File: src/rtl/sram_ctrl_pkg.sv
// Shared constants and enumerations for the instruction-SRAM front-end.
// AW/DW/DEPTH describe the 32 x 72 single-port array behind the controller.
package sram_ctrl_pkg;

  localparam int AW    = 5;
  localparam int DW    = 72;
  localparam int DEPTH = 32;

  // Grant vector bit positions produced by rr_arb2.
  localparam int GNT_RD_BIT = 0;
  localparam int GNT_WR_BIT = 1;

  typedef enum logic {
    ST_SWEEP = 1'b0,
    ST_SERVE = 1'b1
  } state_e;

  typedef enum logic {
    GNT_RD = 1'b0,
    GNT_WR = 1'b1
  } grant_e;

endpackage

File: src/rtl/sram_ctrl_if.sv
// Request/response and SRAM-port signals of sram_ctrl, bundled as one interface.
// slave = the controller's view, master = the requesters plus the SRAM macro.
interface sram_ctrl_if;
  import sram_ctrl_pkg::*;

  logic          init_req;
  logic          busy;

  logic          rd_valid;
  logic          rd_ready;
  logic [AW-1:0] rd_addr;
  logic          rd_data_valid;
  logic [DW-1:0] rd_data;

  logic          wr_valid;
  logic          wr_ready;
  logic [AW-1:0] wr_addr;
  logic [DW-1:0] wr_data;

  logic          mem_ena;
  logic          mem_wea;
  logic [AW-1:0] mem_addr;
  logic [DW-1:0] mem_din;
  logic [DW-1:0] mem_dout;

  modport slave (
    input  init_req,
    input  rd_valid, rd_addr,
    input  wr_valid, wr_addr, wr_data,
    input  mem_dout,
    output busy,
    output rd_ready, rd_data_valid, rd_data,
    output wr_ready,
    output mem_ena, mem_wea, mem_addr, mem_din
  );

  modport master (
    output init_req,
    output rd_valid, rd_addr,
    output wr_valid, wr_addr, wr_data,
    output mem_dout,
    input  busy,
    input  rd_ready, rd_data_valid, rd_data,
    input  wr_ready,
    input  mem_ena, mem_wea, mem_addr, mem_din
  );

endinterface

File: src/rtl/sram_ctrl_rr_arb2.sv
// Two-requester round-robin arbiter: under contention the side that did not
// win last time is granted. Purely combinational; history lives in the caller.
module rr_arb2
  import sram_ctrl_pkg::*;
(
  input  logic       i_req_rd,
  input  logic       i_req_wr,
  input  grant_e     i_last_grant,
  output logic [1:0] o_gnt
);

  always_comb begin
    o_gnt = 2'b00;
    if (i_req_rd && i_req_wr) begin
      if (i_last_grant == GNT_WR) begin
        o_gnt[GNT_RD_BIT] = 1'b1;
      end else begin
        o_gnt[GNT_WR_BIT] = 1'b1;
      end
    end else if (i_req_rd) begin
      o_gnt[GNT_RD_BIT] = 1'b1;
    end else if (i_req_wr) begin
      o_gnt[GNT_WR_BIT] = 1'b1;
    end
  end

endmodule

File: src/rtl/sram_ctrl.sv
// Arbitrates fetch reads and refill writes onto one SRAM port, zero-fills the
// array after reset or on init_req, and registers read data one cycle later.
module sram_ctrl
  import sram_ctrl_pkg::*;
(
  input  logic        clka,
  input  logic        rst,
  sram_ctrl_if.slave  bus
);

  state_e        r_state;
  logic [AW-1:0] r_cnt;
  logic          r_busy;
  logic          r_rd_dv;
  logic [DW-1:0] r_rd_data;
  grant_e        r_last_grant;

  logic [1:0]    w_gnt;
  logic          w_serve;
  logic          w_rd_acc;
  logic          w_wr_acc;
  logic          w_mem_ena;
  logic          w_mem_wea;
  logic [AW-1:0] w_mem_addr;
  logic [DW-1:0] w_mem_din;

  rr_arb2 u_arb (
    .i_req_rd     (bus.rd_valid),
    .i_req_wr     (bus.wr_valid),
    .i_last_grant (r_last_grant),
    .o_gnt        (w_gnt)
  );

  // An init_req in the serving state pre-empts that cycle's requests.
  assign w_serve      = (r_state == ST_SERVE) && !bus.init_req;
  assign bus.rd_ready = w_serve && w_gnt[GNT_RD_BIT];
  assign bus.wr_ready = w_serve && w_gnt[GNT_WR_BIT];
  assign w_rd_acc     = bus.rd_valid && bus.rd_ready;
  assign w_wr_acc     = bus.wr_valid && bus.wr_ready;

  always_comb begin
    w_mem_ena  = 1'b0;
    w_mem_wea  = 1'b0;
    w_mem_addr = r_cnt;
    w_mem_din  = '0;
    if (r_state == ST_SWEEP) begin
      w_mem_ena  = 1'b1;
      w_mem_wea  = 1'b1;
      w_mem_addr = r_cnt;
    end else if (w_rd_acc) begin
      w_mem_ena  = 1'b1;
      w_mem_addr = bus.rd_addr;
    end else if (w_wr_acc) begin
      w_mem_ena  = 1'b1;
      w_mem_wea  = 1'b1;
      w_mem_addr = bus.wr_addr;
      w_mem_din  = bus.wr_data;
    end
  end

  // The sweep state would otherwise enable writes while reset is still held.
  assign bus.mem_ena  = w_mem_ena && !rst;
  assign bus.mem_wea  = w_mem_wea && !rst;
  assign bus.mem_addr = w_mem_addr;
  assign bus.mem_din  = w_mem_din;

  assign bus.busy          = r_busy;
  assign bus.rd_data_valid = r_rd_dv;
  assign bus.rd_data       = r_rd_data;

  always_ff @(posedge clka or posedge rst) begin
    if (rst) begin
      r_state      <= ST_SWEEP;
      r_cnt        <= '0;
      r_busy       <= 1'b1;
      r_rd_dv      <= 1'b0;
      r_rd_data    <= '0;
      r_last_grant <= GNT_WR;
    end else begin
      // A read accepted just before a sweep starts still completes here.
      r_rd_dv <= w_rd_acc;
      if (w_rd_acc) begin
        r_rd_data <= bus.mem_dout;
      end

      if (w_rd_acc) begin
        r_last_grant <= GNT_RD;
      end else if (w_wr_acc) begin
        r_last_grant <= GNT_WR;
      end

      case (r_state)
        ST_SWEEP: begin
          if (bus.init_req) begin
            r_cnt <= '0;
          end else if (r_cnt == AW'(DEPTH - 1)) begin
            r_state <= ST_SERVE;
            r_busy  <= 1'b0;
            r_cnt   <= '0;
          end else begin
            r_cnt <= r_cnt + AW'(1);
          end
        end
        ST_SERVE: begin
          if (bus.init_req) begin
            r_state <= ST_SWEEP;
            r_busy  <= 1'b1;
            r_cnt   <= '0;
          end
        end
        default: begin
          r_state <= ST_SWEEP;
          r_busy  <= 1'b1;
          r_cnt   <= '0;
        end
      endcase
    end
  end

endmodule

File: src/flat_wrapper.sv
// flat-port wrapper written by rule: the top's interface ports become plain ports
module sram_ctrl_flat import sram_ctrl_pkg::*;
  (clka, rst, bus_init_req, bus_rd_valid, bus_rd_addr, bus_wr_valid, bus_wr_addr, bus_wr_data, bus_mem_dout, bus_busy, bus_rd_ready, bus_rd_data_valid, bus_rd_data, bus_wr_ready, bus_mem_ena, bus_mem_wea, bus_mem_addr, bus_mem_din);
  sram_ctrl_if bus_i ();
  input  logic clka;
  input  logic rst;
  input wire logic [$bits(bus_i.init_req)-1:0] bus_init_req;
  input wire logic [$bits(bus_i.rd_valid)-1:0] bus_rd_valid;
  input wire logic [$bits(bus_i.rd_addr)-1:0] bus_rd_addr;
  input wire logic [$bits(bus_i.wr_valid)-1:0] bus_wr_valid;
  input wire logic [$bits(bus_i.wr_addr)-1:0] bus_wr_addr;
  input wire logic [$bits(bus_i.wr_data)-1:0] bus_wr_data;
  input wire logic [$bits(bus_i.mem_dout)-1:0] bus_mem_dout;
  output wire logic [$bits(bus_i.busy)-1:0] bus_busy;
  output wire logic [$bits(bus_i.rd_ready)-1:0] bus_rd_ready;
  output wire logic [$bits(bus_i.rd_data_valid)-1:0] bus_rd_data_valid;
  output wire logic [$bits(bus_i.rd_data)-1:0] bus_rd_data;
  output wire logic [$bits(bus_i.wr_ready)-1:0] bus_wr_ready;
  output wire logic [$bits(bus_i.mem_ena)-1:0] bus_mem_ena;
  output wire logic [$bits(bus_i.mem_wea)-1:0] bus_mem_wea;
  output wire logic [$bits(bus_i.mem_addr)-1:0] bus_mem_addr;
  output wire logic [$bits(bus_i.mem_din)-1:0] bus_mem_din;
  assign bus_i.init_req = bus_init_req;
  assign bus_i.rd_valid = bus_rd_valid;
  assign bus_i.rd_addr = bus_rd_addr;
  assign bus_i.wr_valid = bus_wr_valid;
  assign bus_i.wr_addr = bus_wr_addr;
  assign bus_i.wr_data = bus_wr_data;
  assign bus_i.mem_dout = bus_mem_dout;
  assign bus_busy = bus_i.busy;
  assign bus_rd_ready = bus_i.rd_ready;
  assign bus_rd_data_valid = bus_i.rd_data_valid;
  assign bus_rd_data = bus_i.rd_data;
  assign bus_wr_ready = bus_i.wr_ready;
  assign bus_mem_ena = bus_i.mem_ena;
  assign bus_mem_wea = bus_i.mem_wea;
  assign bus_mem_addr = bus_i.mem_addr;
  assign bus_mem_din = bus_i.mem_din;
  sram_ctrl u_core (.clka(clka), .rst(rst), .bus(bus_i));
endmodule
File: config.mk
export PLATFORM = sky130hd
export DESIGN_NAME = sram_ctrl_flat
export DESIGN_NICKNAME = d
export VERILOG_FILES = /design/src/rtl/sram_ctrl_pkg.sv /design/src/rtl/sram_ctrl_if.sv /design/src/rtl/sram_ctrl_rr_arb2.sv /design/src/rtl/sram_ctrl.sv /design/src/flat_wrapper.sv
export SDC_FILE = /design/constraint.sdc
export NUM_CORES = 1
export LEC_CHECK = 0
export ABC_AREA = 1
export ABC_CLOCK_PERIOD_IN_PS = 3550
export CAP_MARGIN = 15
export CORE_MARGIN = 3
export CORE_UTILIZATION = 30
export DETAILED_ROUTE_END_ITERATION = 6
export GPL_ROUTABILITY_DRIVEN = 0
export GPL_TIMING_DRIVEN = 1
export PLACE_DENSITY = 0.77
export SYNTH_ARGS = -nofsm -noshare
export SYNTH_HDL_FRONTEND = slang
export SYNTH_SLANG_ARGS = --single-unit
File: constraint.sdc
create_clock -name clka -period 3.55 [get_ports clka]
set_input_delay 0.71 -clock clka [delete_from_list [all_inputs] [get_ports clka]]
set_output_delay 0.71 -clock clka [all_outputs]
set_load 0.02 [all_outputs]
==> impl_metrics.ini <==
[outcome]
status = completed

[power]
power_uw = 2550
intPower_uw = 1880
irDropWorstVdd_mv = 0.210
p_leak_uw = 0.00381
clkPwrFrac = 0.368
p_per_area_nw_per_um2 = 339
p_seq_frac = 0.411
p_sw_uw = 671
p_comb_frac = 0.221
switching_share = 0.263

[detailed_routing]
drtIter0Drc = 203
ant_nets = 0
post_drt_wl_per_cell_um = 14.8
num_vias = 4374
wl_um = 15300
drc = 0
viasPerCell = 4.23
dr.pass1.iters = 4

[critical_path]
criticalPathCategory = input pin to output port
cp.arrival_ns = 2.64
reg2reg_slack_ns = 1.39
crit_fanout = 19
cp_data_required_time_ns = 2.84
endpoint_kind = output port
start_kind = input pin

[placed_design]
dp_hpwl_um = 12200
pre_cts_ws_ns = 0.190
port_buffers = 313

[yosys]
syn_avg_cell_area_um2 = 7.24
syn_area_um2 = 3950
yosysSeqAreaShare = 0.514
synthDistinctLibCells = 20
syn-num-nets = 706
syn_inst = 545
ys_ff_latch = 81
ys_warn_count = 0

[clock_tree]
cts-htree-levels = 3
post_cts_buffers = 0
cts-hold-fix-buffers = 0
path_clk_slew_ns = 0.07
post_cts_resized = 0
cts-buffers-inserted = 9
cts_num_sinks = 81
insertion_delay_ns = 0.33
cts_tree = done
clockBufferDepth = 2
root_buffer = clkbuf_16

[floorplanning]
die_h_um = 121
core_um2 = 12700
start_util = 0.310
io_pins = 314
fp.dieW_um = 121
die_area_um2 = 14600
placementRows = 41

[timing]
slew_headroom = 0.494
fmax_mhz = 298
fin_crit_ns = 3.35
slew_viol_final = 0
rsz0062_at_grt = no
hold_violations = 0
finalSetupTns_ns = 0
setup_ws_ns = 0.198
finalSetupViolCount = 0
worstMarginPinSlew_ns = 0.759
fin_skew_ns = 0.00951
period_share = 0.944

[layout]
drive_above_1_share = 0.0408
area_delta_synth_final_pct = 90.7
nNetsFinal = 1013
mostFrequentLayoutCells = clkdlybuf4s50_1 (312), nand2_1 (243), inv_1 (85)
layout_commonest_cell = clkdlybuf4s50_1
seq_area_um2 = 2030
multi_input_area_um2 = 1410
n_fill_cell = 1146

[grt]
grt_start_max_net_pins = 75
overflow = 0
grt_pass1_wl_um = 23000
track_usage = 0.205
grt_antenna_before_repair = 5
grt_pass1_vias = 4375

[hold_path]
hold_class = flop to flop

[flow_run]
maxCapViolations = 0
## power by group through the flow
stage	logic (uW)	registers, uW	clock network, uW
after floorplan	107	1150	0
after global placement	563	1060	0
after detailed placement	568	1060	0
after CTS	570	1050	965
after global routing	607	1060	1010
final	562	1050	937
## registers in the layout, summed over array words and instances (netlist names)
register / cells
u_core.bus.rd_data: 72
u_core.bus.busy: 1
u_core.r_state: 1
u_core.bus.rd_data_valid: 1
u_core.r_cnt: 5
u_core.r_last_grant: 1
## Yosys cell counts (all sizes together)
cell | number | area, um2
nand4 | 10 | 62.6
a22o | 1 | 8.76
ha | 2 | 25.0
nand3 | 10 | 67.6
nor2 | 77 | 297
buf | 23 | 160
a21oi | 1 | 5.00
inv | 88 | 330
xor2 | 2 | 17.5
nand2 | 243 | 912
dfrtp | 79 | 1980
dfstp | 2 | 52.6
clkbuf | 4 | 15.0
o21ai | 3 | 15.0
## per-stage QoR
step	util	std cells	hold slack, ns	instance area, um2
6_report	0.591	1035	0.479	7520
5_1_grt	0.591	1035	0.498	7520
4_1_cts	0.590	1029	0.483	7510
3_5_place_dp	0.566	1013	0.464	7210
3_3_place_gp	0.566	1013	0.460	7210
2_1_floorplan	-	545	0.468	3950
## layer usage
metal | GRT usage | up-vias | part of all wire
met1 | 0.220 | 1960 | 0.37
met3 | 0.0744 | 21 | 0.099
met5 | 0 | - | 0
met4 | 0.0814 | 0 | 0.021
met2 | 0.364 | 206 | 0.51
li1 | - | 2187 | -
## worst max-delay path, stage by stage
cell	delay, ns
clkdlybuf4s50_1	0.60
nand2_1	0.22
nand3_4	0.30
nand3_1	0.11
nand2_1	0.10
clkdlybuf4s50_1	0.60
## path summary, 6_finish.rpt
path                                              from                endpoint  depth (start not counted)
worst max-delay path                      bus_wr_valid         bus_mem_addr[0]                          6
worst min-delay path            u_core.bus.rd_data[66]  u_core.bus.rd_data[66]                          2
worst max register to register     u_core.r_last_grant  u_core.bus.rd_data[45]                          7
worst min register to register  u_core.bus.rd_data[66]  u_core.bus.rd_data[66]                          2
max in group asynchronous                          rst  u_core.bus.rd_data[20]                          4
min in group asynchronous                          rst  u_core.bus.rd_data[71]                          2
## cells by family after synthesis
logic type | synth area share
AND/OR/NAND/NOR | 0.339
XOR/XNOR | 0.00444
buffers and inverters | 0.128
flip-flops | 0.514
adder cells (fa/ha/maj) | 0.00634
AO/OA/AOI/OAI | 0.00729
## cell type report
type | count | share of cell area
Clock inverter | 7 | 0.0101
Multi-Input combinational cell | 349 | 0.187
Timing Repair Buffer | 323 | 0.428
Clock buffer | 9 | 0.0299
Antenna cell | 6 | 0.00200
Sequential cell | 81 | 0.270
Tap cell | 172 | 0.0286
Inverter | 88 | 0.0444
Note: power is estimated with default switching activity, not from simulation.
